[src/rtl/instr_encoder_loader.sv]
// Re-encodes decoded RV32I field bundles into 32-bit machine words and streams them
// into instruction memory through a registered write port, one word per accepted bundle.
module instr_encoder_loader #(
    parameter int                DEPTH     = 64,
    parameter int                ADDR_W    = 32,
    parameter logic [ADDR_W-1:0] BASE_ADDR = '0
) (
    input  logic                     clk,
    input  logic                     reset,
    input  logic                     clear,
    input  logic                     in_valid,
    output logic                     in_ready,
    input  logic [6:0]               op,
    input  logic [2:0]               funct3,
    input  logic                     funct7b5,
    input  logic [4:0]               rd,
    input  logic [4:0]               rs1,
    input  logic [4:0]               rs2,
    input  logic [31:0]              imm,
    output logic                     mem_we,
    output logic [ADDR_W-1:0]        mem_addr,
    output logic [31:0]              mem_wdata,
    output logic [$clog2(DEPTH):0]   count,
    output logic                     err
);
    localparam int CW = $clog2(DEPTH) + 1;

    localparam logic [6:0] OP_R      = 7'b0110011;
    localparam logic [6:0] OP_IMM    = 7'b0010011;
    localparam logic [6:0] OP_LOAD   = 7'b0000011;
    localparam logic [6:0] OP_JALR   = 7'b1100111;
    localparam logic [6:0] OP_STORE  = 7'b0100011;
    localparam logic [6:0] OP_BRANCH = 7'b1100011;
    localparam logic [6:0] OP_JAL    = 7'b1101111;
    localparam logic [6:0] OP_LUI    = 7'b0110111;
    localparam logic [6:0] OP_AUIPC  = 7'b0010111;

    logic [CW-1:0]     count_q, count_d;
    logic              err_q, err_d;
    logic              mem_we_q, mem_we_d;
    logic [ADDR_W-1:0] mem_addr_q, mem_addr_d;
    logic [31:0]       mem_wdata_q, mem_wdata_d;

    logic              ready_w;
    logic              accept;
    logic              legal;
    logic [31:0]       enc;
    logic [6:0]        i_hi;

    // Handshake: a bundle transfers on a rising edge where in_valid and in_ready are both
    // high; in_ready depends only on reset, clear and the stored word count.
    always_comb begin
        ready_w = !reset && !clear && (count_q < CW'(DEPTH));
        accept  = in_valid && ready_w;
    end

    // Shift-immediate forms carry funct7 in the upper immediate field.
    always_comb begin
        i_hi = imm[11:5];
        if (op == OP_IMM) begin
            if (funct3 == 3'b101) begin
                i_hi = {1'b0, funct7b5, 5'b00000};
            end else if (funct3 == 3'b001) begin
                i_hi = 7'b0000000;
            end
        end
    end

    always_comb begin
        legal = 1'b1;
        enc   = 32'h0;
        case (op)
            OP_R:                     enc = {1'b0, funct7b5, 5'b00000, rs2, rs1, funct3, rd, op};
            OP_IMM, OP_LOAD, OP_JALR: enc = {i_hi, imm[4:0], rs1, funct3, rd, op};
            OP_STORE:                 enc = {imm[11:5], rs2, rs1, funct3, imm[4:0], op};
            OP_BRANCH:                enc = {imm[12], imm[10:5], rs2, rs1, funct3, imm[4:1], imm[11], op};
            OP_JAL:                   enc = {imm[20], imm[10:1], imm[11], imm[19:12], rd, op};
            OP_LUI, OP_AUIPC:         enc = {imm[31:12], rd, op};
            default:                  legal = 1'b0;
        endcase
    end

    always_comb begin
        count_d     = count_q;
        err_d       = err_q;
        mem_we_d    = 1'b0;
        mem_addr_d  = mem_addr_q;
        mem_wdata_d = mem_wdata_q;
        if (clear) begin
            count_d = '0;
            err_d   = 1'b0;
        end else if (accept) begin
            if (legal) begin
                mem_we_d    = 1'b1;
                mem_addr_d  = BASE_ADDR + (ADDR_W'(count_q) << 2);
                mem_wdata_d = enc;
                count_d     = count_q + CW'(1);
            end else begin
                err_d = 1'b1;
            end
        end
    end

    always_ff @(posedge clk) begin
        if (reset) begin
            count_q     <= '0;
            err_q       <= 1'b0;
            mem_we_q    <= 1'b0;
            mem_addr_q  <= BASE_ADDR;
            mem_wdata_q <= 32'h0;
        end else begin
            count_q     <= count_d;
            err_q       <= err_d;
            mem_we_q    <= mem_we_d;
            mem_addr_q  <= mem_addr_d;
            mem_wdata_q <= mem_wdata_d;
        end
    end

    assign in_ready  = ready_w;
    assign mem_we    = mem_we_q;
    assign mem_addr  = mem_addr_q;
    assign mem_wdata = mem_wdata_q;
    assign count     = count_q;
    assign err       = err_q;
endmodule

[config.mk]
export PLATFORM = sky130hd
export DESIGN_NAME = instr_encoder_loader
export DESIGN_NICKNAME = d
export VERILOG_FILES = /design/src/rtl/instr_encoder_loader.sv
export SDC_FILE = /design/constraint.sdc
export NUM_CORES = 1
export LEC_CHECK = 0
export ABC_AREA = 1
export BUFFER_PORTS_ARGS = -buffer_cell sky130_fd_sc_hd__buf_2
export CAP_MARGIN = 20
export CELL_PAD_IN_SITES_DETAIL_PLACEMENT = 1
export CELL_PAD_IN_SITES_GLOBAL_PLACEMENT = 1
export CORE_UTILIZATION = 35
export CTS_BUF_LIST = sky130_fd_sc_hd__clkbuf_2 sky130_fd_sc_hd__clkbuf_4 sky130_fd_sc_hd__clkbuf_8
export CTS_CLUSTER_DIAMETER = 80
export CTS_CLUSTER_SIZE = 10
export DETAILED_ROUTE_END_ITERATION = 8
export GPL_TIMING_DRIVEN = 0
export PLACE_DENSITY = 0.93
export SYNTH_ARGS = -nofsm -noshare
export SYNTH_HDL_FRONTEND = slang
export SYNTH_SLANG_ARGS = --single-unit
[constraint.sdc]
create_clock -name clk -period 3.9 [get_ports clk]
set_input_delay 0.975 -clock clk [delete_from_list [all_inputs] [get_ports clk]]
set_output_delay 0.975 -clock clk [all_outputs]
set_load 0.01 [all_outputs]
==> results of run 1 <==
==> cell families (layout without fill, tap and decap cells) <==
group                      after synthesis  in the layout  synth area share (%)
xor gates and xnor gates                 5              5                  1.45
and+or+nand+nor                        296            296                  41.8
buffers and inverters                   85            201                  15.4
AOI/OAI and AO/OA                       51             51                  9.13
DFF                                     48             48                  31.7
other                                    1             26                 0.124
adders and majority gates                1              1                 0.413
==> worst max path at each step <==
stage | end | slack (ps) | cells past startpoint
2_1_floorplan | in_ready | 1500 | 4
5_1_grt | in_ready | 1260 | 5
6_report | in_ready | 1320 | 5
3_3_place_gp | in_ready | 1330 | 5
3_5_place_dp | in_ready | 1300 | 5
4_1_cts | in_ready | 1300 | 5
==> cells in the final DEF, fill, tap and decap left out, drive strengths merged <==
| cell type | netlist | final |
|---|---|---|
| xnor2 | 3 | 3 |
| conb | 1 | 25 |
| a21boi | 6 | 6 |
| buf | 39 | 148 |
| nand3 | 65 | 65 |
| o21a | 1 | 1 |
| nand3b | 2 | 2 |
| diode | 0 | 1 |
| nor2 | 90 | 90 |
| ha | 1 | 1 |
| nand4 | 2 | 2 |
| nor3b | 1 | 1 |
| clkinv | 0 | 1 |
| clkbuf | 8 | 14 |
| nor3 | 1 | 1 |
| o21ai | 19 | 19 |
| nand2 | 135 | 135 |
| a21oi | 25 | 25 |
| dfxtp | 48 | 48 |
| inv | 38 | 38 |
| xor2 | 2 | 2 |
==> cell type report <==
type	instances	area [sq um]
fill	1204	4410
clock buffer	6	82.6
antenna	1	2.50
clock inverter	1	8.76
multi-input combinational	378	1690
timing repair buffer	109	546
buffer	47	324
inverter	38	143
sequential	48	961
tap	105	131
==> registers in the layout (all words and copies together) (netlist names) <==
name / count
err: 1
mem_we: 1
mem_addr: 7
mem_wdata: 32
count: 7
==> synthesized netlist by cell type (3+ instances only) <==
master    count  area (sq um)
dfxtp_1      48           961
clkbuf_1      8          30.0
o21ai_0      19          95.1
buf_2         6          30.0
nand3_1      63           315
nand2_1     130           488
a21boi_0      6          45.0
buf_4        29           218
a21oi_1      24           120
nor2_1       85           319
inv_2         8          30.0
inv_1        30           113
nor2_2        3          18.8
nand2_2       4          25.0
xnor2_1       3          26.3
==> worst max-delay path, delay by kind of cell <==
family | cells | cell delay, ps
buffers and inverters | 3 | 400
AND/OR/NAND/NOR | 2 | 230
==> power breakdown <==
part	internal (uW)	switching [uW]	leakage [uW]
Sequential	492	1.49	0.000387
Combinational	59.6	87.6	0.00170
Clock	142	169	0.0000473
Total	694	258	0.00214
==> routing by layer <==
metal	vias to the layer above	GRT usage, %	routed length [um]
met5	-	0	0
met3	11	4.39	560
met4	0	7.07	129
li1	1764	-	-
met1	1709	25.9	4380
met2	107	44.3	5310
==> stage by stage <==
step           setup slack [ps]  hold slack [ps]  util (%)  instances  total power (uW)
3_5_place_dp               1300              449      45.7        725               650
6_report                   1320              465      46.9        733               952
3_3_place_gp               1330              449      45.7        725               646
2_1_floorplan              1500              469         -        511               589
4_1_cts                    1300              463      46.8        732               955
5_1_grt                    1260              490      46.8        732               991
==> summary.md, run 1 <==
| Metric | Value |
|---|---|
| Max-cap violations | `0` |
| Setup bufs post-CTS | `0` |
| Worst slew pin tran | `701 ps` |
| I/O Buffers | `109` |
| Async SR Flop Fraction | `0%` |
| Most used cell, CP | `buf_2` |
| Worst hold start | `mem_addr[8]$_SDFFE_PP0P_` |
| Finish-stage setup viols | `0` |
| Yosys warns | `0` |
| Post-layout min period | `2580 ps` |
| Critical path data required time | `2920 ps` |
| Clock Latency Late Sink | `300 ps` |
| CP max stage cell | `buf_2` |
| Hold Buf Count CTS | `0` |
| Antenna-violating nets left | `0` |
| Root Driver | `clkbuf_8` |
| Total gr overflow | `0` |
| Die Area | `9030 sq um` |
| Mapped Cells | `487` |
| WL final | `10400 um` |
| Die width | `95.0 um` |
| Initial antenna violation count | `1` |
| CP Cell Sequence | `buf_2, nor2_4, inv_2, nor2_2, buf_2` |
| Setup crit start | `reset` |
| WP data arrival | `1610 ps` |
| Mapped Area | `3030 sq um` |
| Path category of the worst min-delay check | `reg -> reg` |
| Critical Path End Type | `output pin` |
| Post-synth EDFFs | `0` |
| Top_reg_cell synth | `dfxtp_1` |
| Type of the worst setup path | `in -> out` |
| Hold path cells | `2` |
| I/O pin cnt | `136` |
| Resized cells post-CTS | `0` |
| WL/cell | `14.2 um` |
| Number of global-route vias before repair | `3606` |
| Hpwl dp | `8340 um` |
| Routability cong. | `0.833` |
| Max-slew violations | `0` |
| Via Count | `3591` |
| Share of layout cells above drive strength 1 | `28.1%` |
| Max Clock Skew | `5.80 ps` |
| Element type at the critical path start | `input port` |
| Post-Route Setup TNS | `0 ps` |
| PD cells | `245 nW/um^2` |
| Peak Freq | `0.387 GHz` |
| Number of buffers created by CTS | `5` |
| First-pass GRT wire length | `16400 um` |
| RSZ-0062 raised after global routing | `no` |
| Mean post-synth cell area | `6.22 sq um` |
| First-pass DRT Iterations | `4` |
| Iteration-0 DRC count of the detailed router | `91` |
| CTS clock-pin slew for the worst setup and hold paths | `90 ps` |
| Rel. slew slack | `53.1%` |
| All-Layer GR Usage | `23.3%` |
| Tcrit/Tclk final | `66.3%` |
| Final hold violations | `0` |
| Number of remaining DRC errors | `0` |
| Pleak | `0.00214 uW` |
| Die height | `95.0 um` |
| Worst R2R Setup Slack | `2360 ps` |
| RR Endpoint | `mem_wdata[29]$_SDFFE_PP0P_` |
| #FFs+latches synth | `48` |
| Clk sinks | `48` |
| Nets | `690` |
| CTS tree | `built` |
| Largest net degree at the start of global routing | `15` |
| Critical R2R Launch | `count[6]$_SDFFE_PP0P_` |
| Max clock buf depth | `2` |
| Synth-to-layout area growth | `28.4%` |
| Core area | `8300 sq um` |
| Sequential area share after synthesis | `31.7%` |
| Routed vias/inst | `4.90` |
| Starting density of the core | `36.5%` |
| Maximum vdd drop | `129 uV` |
| H-tree depth | `2` |
| R2r worst-path depth | `7` |
| CP max FO | `9` |
| Placed Area | `3800 sq um` |
| WHS Endpoint | `mem_addr[8]$_SDFFE_PP0P_` |
| Finished Cell Area | `3890 sq um` |
| Rows | `33` |
| Status | `finished clean` |
| Crit path largest cell delay | `170 ps` |
| Unique cell type count in the Yosys netlist | `30` |
Power figures use the tool's default switching activity.
==> run 2: changes to the inputs <==
CORE_UTILIZATION = 32   (was 35)
PLACE_DENSITY = 0.86   (was 0.93)
clock period = 2.4 ns   (was 3.9 ns; I/O delays follow)
==> run 2 against run 1 <==
  * First-iteration DRC count grew 22%
  * Sequential power is 63% higher
  * Clock skew hardly changed
  * Total power rose by 63%
  * Non-clock buffer count unchanged
  * Routed wire length up 2.3%
  * Worst setup slack got worse by 840 ps
  * Count of clock-buffer cells in the layout stayed put
  * Critical path depth is 5 higher
  * Critical endpoint is now mem_wdata[3]$_SDFFE_PP0P_
==> summary.md, run 2 (synthesis gave the netlist of run 1 again) <==
| Metric | Value |
|---|---|
| Status | `finished clean (unchanged)` |
| Iteration-0 DRC count of the detailed router | `111 (was 91)` |
| Initial antenna violation count | `0 (was 1)` |
| Worst R2R Setup Slack | `890 ps (was 2360 ps)` |
| Sequential cell area | `961 sq um (unchanged)` |
| Setup bufs post-CTS | `0 (unchanged)` |
| Die Area | `9860 sq um (was 9030 sq um)` |
| First-pass DRT Iterations | `4 (unchanged)` |
| Ant. Diodes | `0 (was 1)` |
| Worst slew pin tran | `795 ps (was 701 ps)` |
| CTS tree | `built (unchanged)` |
| PD cells | `399 nW/um^2 (was 245 nW/um^2)` |
| Critical path data required time | `2590 ps (was 2920 ps)` |
| Number of global-route vias before repair | `3608 (was 3606)` |
| Largest net degree at the start of global routing | `15 (unchanged)` |
| Clk sinks | `48 (unchanged)` |
| Total gr overflow | `0 (unchanged)` |
| Resized cells post-CTS | `0 (unchanged)` |
| WL/cell | `14.4 um (was 14.2 um)` |
| Crit path max-delay family | `simple AND/OR/NAND/NOR gates (was buffers and inverters)` |
| GR Util met3 | `2.60% (was 4.39%)` |
| M1 GR Usage | `26.6% (was 25.9%)` |
| Starting density of the core | `32.9% (was 36.5%)` |
| Tcrit/Tclk final | `80.3%` |
| I/O Buffers | `109 (unchanged)` |
| Nets | `690 (unchanged)` |
| Maximum vdd drop | `166 uV (was 129 uV)` |
| Crit path largest cell delay | `340 ps (was 170 ps)` |
| Fillers | `1296 (was 1204)` |
| Hold slack | `446 ps (was 465 ps)` |
| RSZ-0062 raised after global routing | `no (unchanged)` |
| Rel. slew slack | `46.8% (was 53.1%)` |
| I/O pin cnt | `136 (unchanged)` |
| WP data arrival | `2110 ps (was 1610 ps)` |
| Finished Cell Area | `3890 sq um (about the same)` |
| Max clock buf depth | `2 (unchanged)` |
| All-Layer GR Usage | `21.9% (was 23.3%)` |
| Rows | `35 (was 33)` |
| Clock Latency Late Sink | `300 ps (about the same)` |
| Most common cell after layout, fill and taps aside | `nand2_1 (unchanged)` |
| Synth-to-layout area growth | `28.6% (was 28.4%)` |
| Routed vias/inst | `4.79 (was 4.90)` |
| Most frequent cells in the layout | `nand2_1, buf_2, nor2_1 (unchanged)` |
| Finish-stage setup viols | `0 (unchanged)` |
| Multi-input gate area | `1690 sq um (unchanged)` |
| CP max FO | `10 (was 9)` |
| Type of the worst setup path | `in -> reg (was in -> out)` |
| CP Cell Sequence | `buf_2, nor2_1, nand2_1, a21oi_2, nor2_2, nand2_2, nand2_2, buf_2, o21ai_0, nor2_1 (was buf_2, nor2_4, inv_2, nor2_2, buf_2)` |
| Final hold violations | `0 (unchanged)` |
| Routability cong. | `0.868 (was 0.833)` |
| Critical Path End Type | `register (was output pin)` |
| Core area | `9200 sq um (was 8300 sq um)` |
| WL final | `10600 um (was 10400 um)` |
| Pleak | `0.00214 uW (about the same)` |
| H-tree depth | `2 (unchanged)` |
| Post-Route Setup TNS | `0 ps (unchanged)` |
| Buf/Inv on CP | `2 (was 3)` |
| Root Driver | `clkbuf_8 (unchanged)` |
| Max-slew violations | `0 (unchanged)` |
| Share of layout cells above drive strength 1 | `28.1% (unchanged)` |
| Max-cap violations | `0 (unchanged)` |
| Peak Freq | `0.519 GHz` |
| Die height | `99.3 um (was 95.0 um)` |
| Met2 Use GR | `40.8% (was 44.3%)` |
| Max reg flops | `32 (unchanged)` |
| Placed Area | `3800 sq um (about the same)` |
| Global routing's busiest layer | `met2 (unchanged)` |
| CP max stage cell | `a21oi_2 (was buf_2)` |
| Number of remaining DRC errors | `0 (unchanged)` |
| Antenna-violating nets left | `0 (unchanged)` |
| CTS clock-pin slew for the worst setup and hold paths | `90 ps (about the same)` |
| Via Count | `3535 (was 3591)` |
| Hpwl dp | `8520 um (was 8340 um)` |
| Path category of the worst min-delay check | `reg -> reg (unchanged)` |
| Die width | `99.3 um (was 95.0 um)` |
| Hold Buf Count CTS | `0 (unchanged)` |
| Max Clock Skew | `5.90 ps (was 5.80 ps)` |
| Post-layout min period | `1930 ps` |
| Element type at the critical path start | `input port (unchanged)` |
| Number of buffers created by CTS | `5 (unchanged)` |
| First-pass GRT wire length | `17100 um (was 16400 um)` |
[run 2: routing by layer]
metal	vias up	wire length, um	share of wire, %
met5	-	0	0
met4	0	121	1.1
met3	14	485	4.6
met2	100	5370	51
met1	1661	4650	44
li1	1760	-	-
[run 2: final timing paths]
path | depth (start not counted) | start | to
max | 10 | op[2] | mem_wdata[3]$_SDFFE_PP0P_
min | 2 | mem_addr[8]$_SDFFE_PP0P_ | mem_addr[8]$_SDFFE_PP0P_
max reg2reg | 7 | count[6]$_SDFFE_PP0P_ | mem_wdata[3]$_SDFFE_PP0P_
min reg2reg | 2 | mem_addr[8]$_SDFFE_PP0P_ | mem_addr[8]$_SDFFE_PP0P_
[run 2: per-stage QoR]
stage / std cells / power [uW] / util (%) / worst slack [ps]
floorplan: 511 / 957 / - / 555
global placement: 731 / 1050 / 41.4 / 223
detailed placement: 731 / 1060 / 41.4 / 140
CTS: 738 / 1570 / 42.4 / 467
global route: 738 / 1620 / 42.4 / 311
finish: 738 / 1550 / 42.4 / 473
[run 2: worst min-delay path, stage by stage (launching register included)]
cell and delay (ps):
dfxtp_1 320, nand2_1 60, nor2_1 40
[run 2: final cells by class]
| cell class | instances | area share [%] |
|---|---|---|
| clock buffers | 6 | 2.12 |
| clock inverters | 1 | 0.225 |
| plain buffers | 47 | 8.32 |
| inverters | 38 | 3.66 |
| multi-input cells | 378 | 43.4 |
| well taps | 111 | 3.57 |
| flip-flops and latches | 48 | 24.7 |
| repair buffers | 109 | 14.0 |
[run 2: power by group]
part	switching, uW	internal (uW)
Sequential	2.57	800
Clock	281	231
Combinational	142	96.9
Total	426	1130
==> run 3: changes to the inputs <==
clock period = 1.8 ns   (was 2.4 ns; I/O delays follow)
==> run 3 against run 2 <==
  * Final cell count is 0.27% higher
  * Sequential power is 33% higher
  * Final area up 1.3%
  * Largest power group unchanged
  * Highest routed layer unchanged
==> summary.md, run 3 (synthesis gave the netlist of run 1 again) <==
| Metric | Value |
|---|---|
| Nets | `692 (was 690)` |
| Routed vias/inst | `4.74 (was 4.79)` |
| Clock Latency Late Sink | `300 ps (about the same)` |
| Hold slack | `418 ps (was 446 ps)` |
| Via Count | `3507 (was 3535)` |
| Maximum vdd drop | `221 uV (was 166 uV)` |
| Number of buffers created by CTS | `5 (unchanged)` |
| Rows | `35 (unchanged)` |
| Max Clock Skew | `5.89 ps (was 5.90 ps)` |
| Clk sinks | `48 (unchanged)` |
| Peak Freq | `0.605 GHz` |
| Die Area | `9860 sq um (unchanged)` |
| CP Cell Sequence | `buf_2, inv_2, nand2_4, nor2_4, nand2_2, inv_2, nor2_2, nand2_2, nand2_2, clkbuf_4, o21ai_0, nor2_1 (was buf_2, nor2_1, nand2_1, a21oi_2, nor2_2, nand2_2, nand2_2, buf_2, o21ai_0, nor2_1)` |
| Max clock buf depth | `2 (unchanged)` |
| H-tree depth | `2 (unchanged)` |
| Initial antenna violation count | `0 (unchanged)` |
| CTS clock-pin slew for the worst setup and hold paths | `90 ps (about the same)` |
| Pre-CTS setup slack | `-310 ps (was 140 ps)` |
| Setup crit start | `op[4] (was op[2])` |
| Inst Count DP | `731 (unchanged)` |
| Most common cell after layout, fill and taps aside | `nand2_1 (unchanged)` |
| Finish-stage setup viols | `0 (unchanged)` |
| WP data arrival | `1850 ps (was 2110 ps)` |
| Antenna-violating nets left | `0 (unchanged)` |
| All-Layer GR Usage | `21.9% (unchanged)` |
| Placed Area | `3800 sq um (unchanged)` |
| Number of remaining DRC errors | `0 (unchanged)` |
| Pleak | `0.00215 uW (was 0.00214 uW)` |
| First-pass GRT wire length | `17100 um (unchanged)` |
| PD cells | `526 nW/um^2 (was 399 nW/um^2)` |
| Endpoint of the worst setup timing path | `mem_wdata[5]$_SDFFE_PP0P_ (was mem_wdata[3]$_SDFFE_PP0P_)` |
| Critical R2R Launch | `count[6]$_SDFFE_PP0P_ (unchanged)` |
| Number of global-route vias before repair | `3608 (unchanged)` |
| Routability cong. | `0.868 (unchanged)` |
| WL/cell | `14.3 um (was 14.4 um)` |
| Status | `finished clean (unchanged)` |
| Finished Cell Area | `3950 sq um (was 3890 sq um)` |
| Critical Path End Type | `register (unchanged)` |
| Element type at the critical path start | `input port (unchanged)` |
| Die width | `99.3 um (unchanged)` |
| RSZ-0062 raised after global routing | `yes (was no)` |
| Critical path data required time | `2000 ps (was 2590 ps)` |
| First-pass DRT Iterations | `4 (unchanged)` |
| Starting density of the core | `32.9% (unchanged)` |
| Final setup margin | `148 ps (was 473 ps)` |
| CP max FO | `10 (unchanged)` |
| Iteration-0 DRC count of the detailed router | `110 (was 111)` |
| Root Driver | `clkbuf_8 (unchanged)` |
| Max reg flops | `32 (unchanged)` |
| Tcrit/Tclk final | `91.8%` |
| Worst R2R Setup Slack | `360 ps (was 890 ps)` |
| Most used cell, CP | `nand2_2` |
| R2r worst-path depth | `7 (unchanged)` |
| Largest net degree at the start of global routing | `15 (unchanged)` |
| Max-cap violations | `0 (unchanged)` |
| Crit path largest cell delay | `210 ps (was 340 ps)` |
| Type of the worst setup path | `in -> reg (unchanged)` |
| Ant. Diodes | `0 (unchanged)` |
| Hpwl dp | `8520 um (unchanged)` |
| CP max stage cell | `o21ai_0 (was a21oi_2)` |
| Final non-filler cell total | `740 (was 738)` |
| CTS tree | `built (unchanged)` |
| Total gr overflow | `0 (unchanged)` |
| Path category of the worst min-delay check | `in -> reg (was reg -> reg)` |
| RR Endpoint | `mem_wdata[5]$_SDFFE_PP0P_ (was mem_wdata[3]$_SDFFE_PP0P_)` |
| Core area | `9200 sq um (unchanged)` |
| Max-slew violations | `0 (unchanged)` |
| Post-layout min period | `1650 ps` |
| I/O Buffers | `109 (unchanged)` |
| Final Power | `2080 uW (was 1550 uW)` |
| Most frequent cells in the layout | `nand2_1, buf_2, nor2_1 (unchanged)` |
| Synth-to-layout area growth | `30.2% (was 28.6%)` |
| I/O pin cnt | `136 (unchanged)` |
| Die height | `99.3 um (unchanged)` |
| Share of layout cells above drive strength 1 | `28.9% (was 28.1%)` |
| Final hold violations | `0 (unchanged)` |
| WL final | `10600 um (about the same)` |
-- run 3: how the worst min path moves through the flow --
stage,from,end,slack [ps],cells after the start
global route,clear,err$_SDFFE_PP0P_,420,3
detailed placement,mem_addr[8]$_SDFFE_PP0P_,mem_addr[8]$_SDFFE_PP0P_,440,2
finish,clear,err$_SDFFE_PP0P_,420,3
floorplan,mem_addr[8]$_SDFFE_PP0P_,mem_addr[8]$_SDFFE_PP0P_,470,2
CTS,clear,err$_SDFFE_PP0P_,410,3
global placement,mem_addr[8]$_SDFFE_PP0P_,mem_addr[8]$_SDFFE_PP0P_,430,2
-- run 3: worst max-delay path, delay by kind of cell --
kind,cells,cell delay (ps)
and+or+nand+nor,7,650
AOI/OAI and AO/OA,1,210
buffers and inverters,4,540
-- run 3: power breakdown --
part	switching [uW]	internal, uW
Clock	374	307
Combinational	194	131
Sequential	3.44	1070
-- run 3: metrics by stage --
step	TNS [ps]	util, %
2_1_floorplan	0	-
3_3_place_gp	-5550	41.4
3_5_place_dp	-8450	41.4
4_1_cts	0	42.4
5_1_grt	-10.6	42.9
6_report	0	42.9
-- run 3: per-layer routing --
layer | track usage, % | up-vias | part of all wire (%)
met3 | 2.60 | 16 | 4.9
met5 | 0 | - | 0
met2 | 40.8 | 106 | 50
met1 | 26.6 | 1617 | 43
li1 | - | 1768 | -
met4 | 5.09 | 0 | 1.5
-- run 3: final cells by class --
| cell class | count | area [sq um] |
|---|---|---|
| timing repair buffer | 111 | 561 |
| clock buffer | 6 | 82.6 |
| inverter | 38 | 148 |
| fill | 1288 | 5250 |
| buffer | 47 | 329 |
| clock inverter | 1 | 8.76 |
| sequential | 48 | 961 |
| multi-input combinational | 378 | 1720 |
| tap | 111 | 139 |
-- run 3: timing repair --
| item | CTS | global route |
|---|---|---|
| hold buffers | 0 | 0 |
| buffers inserted | 0 | 2 |
| setup endpoints to repair | 0 | 28 |
| gates resized for setup | 0 | 11 |
